`src/rtl/mem_access.sv`:
```
// Memory-access pipeline stage: word loads/stores over a request/grant/rvalid
// data port, branch resolution for fetch, and the MEM/WB register set.
module mem_access #(
  parameter int unsigned WAIT_LIMIT = 255
) (
  input  logic        clk,
  input  logic        rst,
  input  logic [31:0] alu_result_exe_mem,
  input  logic        zero_exe_mem,
  input  logic [31:0] PC_branch_exe_mem,
  input  logic [31:0] rs2_exe_mem,
  input  logic [4:0]  write_reg_exe_mem,
  input  logic        ctrl_branch_exe_mem,
  input  logic        ctrl_mem_read_exe_mem,
  input  logic        ctrl_mem_to_reg_exe_mem,
  input  logic        ctrl_mem_write_exe_mem,
  input  logic        ctrl_write_reg_exe_mem,
  output logic        dmem_req,
  output logic        dmem_we,
  output logic [31:0] dmem_addr,
  output logic [31:0] dmem_wdata,
  input  logic        dmem_gnt,
  input  logic        dmem_rvalid,
  input  logic [31:0] dmem_rdata,
  output logic        stall_mem,
  output logic        pc_src_mem,
  output logic [31:0] PC_branch_mem,
  output logic [31:0] read_data_mem_wb,
  output logic [31:0] alu_result_mem_wb,
  output logic [4:0]  write_reg_mem_wb,
  output logic        ctrl_mem_to_reg_mem_wb,
  output logic        ctrl_write_reg_mem_wb,
  output logic        mem_err_mem_wb
);

  localparam int unsigned CNT_W = 8;

  typedef enum logic [1:0] {S_IDLE, S_REQ, S_WAIT} state_t;

  state_t           state, state_nxt;
  logic [CNT_W-1:0] wcnt;
  logic             op, is_store, at_limit;
  logic             done, timeout, load_done;

  // A request with both read and write set is treated as a store.
  assign op         = ctrl_mem_read_exe_mem | ctrl_mem_write_exe_mem;
  assign is_store   = ctrl_mem_write_exe_mem;
  assign at_limit   = (wcnt == CNT_W'(WAIT_LIMIT - 1));

  assign dmem_we    = ctrl_mem_write_exe_mem;
  assign dmem_addr  = {alu_result_exe_mem[31:2], 2'b00};
  assign dmem_wdata = rs2_exe_mem;

  assign pc_src_mem    = ctrl_branch_exe_mem & zero_exe_mem;
  assign PC_branch_mem = PC_branch_exe_mem;
  assign stall_mem     = op & ~done;

  // Next-state and handshake decode.
  always_comb begin
    state_nxt = state;
    dmem_req  = 1'b0;
    done      = 1'b0;
    timeout   = 1'b0;
    load_done = 1'b0;
    case (state)
      S_IDLE: begin
        if (op) begin
          dmem_req = 1'b1;
          if (dmem_gnt) begin
            if (is_store) done = 1'b1;
            else          state_nxt = S_WAIT;
          end else begin
            state_nxt = S_REQ;
          end
        end
      end
      S_REQ: begin
        dmem_req = 1'b1;
        if (dmem_gnt && is_store) begin
          done      = 1'b1;
          state_nxt = S_IDLE;
        end else if (dmem_gnt) begin
          state_nxt = S_WAIT;
        end
        // A load grant on the last allowed cycle still times out.
        if (!done && at_limit) begin
          timeout   = 1'b1;
          done      = 1'b1;
          state_nxt = S_IDLE;
        end
      end
      S_WAIT: begin
        if (dmem_rvalid) begin
          done      = 1'b1;
          load_done = 1'b1;
          state_nxt = S_IDLE;
        end else if (at_limit) begin
          timeout   = 1'b1;
          done      = 1'b1;
          state_nxt = S_IDLE;
        end
      end
      default: state_nxt = S_IDLE;
    endcase
  end

  // State, wait counter and MEM/WB registers.
  always_ff @(posedge clk) begin
    if (rst) begin
      state                  <= S_IDLE;
      wcnt                   <= '0;
      read_data_mem_wb       <= '0;
      alu_result_mem_wb      <= '0;
      write_reg_mem_wb       <= '0;
      ctrl_mem_to_reg_mem_wb <= 1'b0;
      ctrl_write_reg_mem_wb  <= 1'b0;
      mem_err_mem_wb         <= 1'b0;
    end else begin
      state <= state_nxt;
      wcnt  <= (state == S_IDLE) ? '0 : wcnt + CNT_W'(1);
      if (stall_mem) begin
        ctrl_mem_to_reg_mem_wb <= 1'b0;
        ctrl_write_reg_mem_wb  <= 1'b0;
        mem_err_mem_wb         <= 1'b0;
      end else begin
        alu_result_mem_wb      <= alu_result_exe_mem;
        write_reg_mem_wb       <= write_reg_exe_mem;
        ctrl_mem_to_reg_mem_wb <= ctrl_mem_to_reg_exe_mem;
        ctrl_write_reg_mem_wb  <= ctrl_write_reg_exe_mem;
        mem_err_mem_wb         <= timeout;
        if (load_done)    read_data_mem_wb <= dmem_rdata;
        else if (timeout) read_data_mem_wb <= '0;
      end
    end
  end

endmodule

```
`config.mk`:
```
export PLATFORM = sky130hd
export DESIGN_NAME = mem_access
export DESIGN_NICKNAME = d
export VERILOG_FILES = /design/src/rtl/mem_access.sv
export SDC_FILE = /design/constraint.sdc
export NUM_CORES = 1
export LEC_CHECK = 0
export ABC_AREA = 0
export CORE_ASPECT_RATIO = 0.75
export CORE_MARGIN = 10
export CORE_UTILIZATION = 31
export CTS_CLUSTER_DIAMETER = 200
export DETAILED_ROUTE_END_ITERATION = 7
export PLACE_DENSITY_LB_ADDON = 0.2
export SLEW_MARGIN = 20
export SYNTH_ARGS = -nofsm -noshare
export SYNTH_HDL_FRONTEND = slang
export SYNTH_SLANG_ARGS = --single-unit
```
`constraint.sdc`:
```
create_clock -name clk -period 2.3 [get_ports clk]
set_input_delay 0.575 -clock clk [delete_from_list [all_inputs] [get_ports clk]]
set_output_delay 0.575 -clock clk [all_outputs]
set_load 0.01 [all_outputs]
```
==> flow_summary.json <==
{
  "relSlewSlack_pct": 64.02,
  "dp_cells": 746,
  "synth_ff_type": "dfxtp_1",
  "die_x_um": 154.3,
  "drive_above_1_share_pct": 13.36,
  "clock_sinks": 82,
  "finalHoldWorstSlack_ns": 0.4649,
  "fin_crit_sh_pct": 99.33,
  "die-height_um": 120.7,
  "cts.clk_slew.worst_paths_ns": 0.06,
  "worst-path-buf-inv": 3,
  "synthArstFlopShare_pct": 0,
  "crit_slowest_cell": "or4_4",
  "n_antenna_cell": 0,
  "grt_overflow": 0,
  "first_global_vias": 3818,
  "design_area_um2": 6078,
  "fmax_mhz": 437.7,
  "final_cells": 770,
  "via_per_inst": 4.974,
  "wl_per_cell_um": 17.60,
  "fin_setup_tns_ns": 0,
  "fin_nets": 743,
  "worst_setup_path_end_kind": "primary output",
  "track_usage_pct": 13.60,
  "timing.final.ws_setup_ns": 0.01539,
  "drtAntennaViolNets": 0,
  "yosys.area.top_type": "dfxtp_1",
  "finalWirelength_um": 13550,
  "via_count": 3830,
  "core-area_um2": 13110,
  "status": "finished, final reports clean",
  "arrival_ns": 1.71,
  "antenna_found_initial": 0,
  "timing_hold_violations_final": 0,
  "cts-root-buf": "clkbuf_16",
  "rsz0062_at_grt": "true",
  "synth_cells": 494,
  "hold_buffers": 0,
  "syn_area_per_cell_um2": 8.485,
  "finalSetupViolCount": 0,
  "crit_chain": "inv_2, ha_2, nor2_1, or4_4, nand2_4, inv_2, buf_6",
  "power_density_nw_per_um2": 767.7,
  "required_ns": 1.73,
  "cts_tree": "built",
  "grt_start_max_net_pins": 65,
  "leakagePower_nw": 2.099,
  "start_util_pct": 31.98,
  "hold_class": "reg2reg",
  "dpl-instance-area_um2": 5614,
  "hpwl_um": 10120,
  "dp_slack_ns": -0.6623,
  "post-route-util_pct": 46.37,
  "crit_top_cell": "inv_2",
  "worst_path_largest_cell_delay_ns": 0.44,
  "synth-seq-cells": 82,
  "yosysWarnings": 0,
  "finClkSkew_ns": 0.007225,
  "drtIter0Drc": 146,
  "drv_slew": 0,
  "htreeDepth": 3,
  "dr.pass1.iters": 4,
  "synth_edf_count": 0,
  "num_rows": 36,
  "route.detailed.drc": 0,
  "syn_area_um2": 4192,
  "numPortBuffers": 184,
  "crit_fanout": 3,
  "layout_min_cycle_time_ns": 2.285,
  "clk_path_buf_depth": 2,
  "synth_cell_types": 45,
  "ys_seq_area_share_pct": 39.16,
  "worst_path_dominant_cell_family": "simple AND/OR/NAND/NOR gates",
  "power.total_mw": 4.667,
  "criticalPathCategory": "reg2out",
  "syn2layout_area_growth_pct": 45.01,
  "synth.area.top_cells": "dfxtp_1 39%, buf_4 18%, a21oi_1 8.5%",
  "clock_latency_ns": 0.33,
  "grt_pass1_wl_um": 20960,
  "pin_count": 315,
  "die-area_um2": 18620,
  "max-vdd-ir-drop_mv": 0.3347,
  "startpoint_type": "register",
  "globalplace.congestion": 0.7692,
  "maxCapViolCount": 0,
  "max_slew.worst_pin.slew_ns": 0.5348,
  "synth_top_area_share_pct": 39.16,
  "cts_made_buffers": 9
}
==> what timing repair did <==
item                                    4_1_cts  5_1_grt
gates resized for setup                      24        8
endpoints found under the setup margin        4        2
buffers inserted                              3        5
gates cloned                                  0        0
pin swaps                                     5        5
==> per-layer routing <==
layer | wire, um | GRT usage, % | vias to the layer above
li1 | - | - | 1851
met1 | 5417 | 15.79 | 1765
met2 | 6555 | 22.01 | 179
met3 | 1386 | 6.447 | 35
met4 | 191 | 3.769 | 0
met5 | 0 | 0 | -
==> cells in the mapped netlist (all sizes together) (3+ instances only) <==
library cell and n:
dfxtp 82, buf 116, a311oi 32, ha 6, clkbuf 16, nand2 39, nand3 41, nor2 12
xnor2 3, o21ai 41, inv 6, a21oi 71
==> cell type report <==
cell class / instances / area (um2)
Fill cell: 1240 / 7029
Timing Repair Buffer: 220 / 2168
Multi-Input combinational cell: 275 / 1680
Sequential cell: 82 / 1649
Clock buffer: 10 / 229.0
Tap cell: 171 / 214.0
Clock inverter: 6 / 115.1
Inverter: 6 / 22.52
==> flip-flops by register name, summed over array words and instances (netlist names) <==
name                    count
write_reg_mem_wb            5
wcnt                        8
ctrl_mem_to_reg_mem_wb      1
read_data_mem_wb           32
mem_err_mem_wb              1
state                       2
ctrl_write_reg_mem_wb       1
alu_result_mem_wb          32
==> cell families (layout without fill, tap and decap cells) <==
group           count (synthesis)  count (layout)  synth area share (%)
other cells                     1               2               0.08947
xor+xnor                        5               5                 1.045
buf+inv                       138             242                 22.51
flops                          82              82                 39.16
compound gates                154             154                 22.03
fa+ha+maj                       6               6                 1.791
simple gates                  108             108                 13.37
==> path summary, 6_finish.rpt <==
check	slack (ns)	endpoint	start	cells after the start
worst max register to register	0.35	read_data_mem_wb[24]	state[0]	9
worst max-delay path	0.02	stall_mem	state[0]	7
worst min-delay path	0.46	alu_result_mem_wb[3]	alu_result_mem_wb[3]	2
worst min register to register	0.46	alu_result_mem_wb[3]	alu_result_mem_wb[3]	2
==> layout by cell type, fill, tap and decap left out, types with 2 or more instances in the layout <==
cell type / count
inv_2: 4
dfxtp_1: 78
nand3_2: 5
buf_12: 5
o21ai_1: 5
nand2_1: 38
clkinv_4: 2
clkdlybuf4s15_1: 2
nand3_1: 36
o21ai_0: 36
bufinv_16: 3
and3_1: 2
xnor2_1: 3
nand2b_1: 2
buf_6: 2
xor2_1: 2
ha_4: 3
a21oi_1: 71
inv_1: 2
nor3_1: 2
nor2_1: 11
a311oi_1: 32
clkbuf_16: 9
ha_1: 2
buf_4: 30
clkdlybuf4s50_1: 178
conb_1: 2
dfxtp_2: 3
==> power breakdown <==
| group | switching [mW] | internal [mW] |
|---|---|---|
| Combinational | 0.668 | 0.695 |
| Clock | 0.587 | 1.07 |
| Sequential | 0.0823 | 1.57 |
==> worst reg2reg max path: cells and delay by family, from the launching register on <==
family	cells	cell delay (ns)
buf+inv	4	0.55
simple gates	1	0.05
fa+ha+maj	1	0.16
compound gates	3	0.73
flops	1	0.36
(Power assumes the default switching activity.)
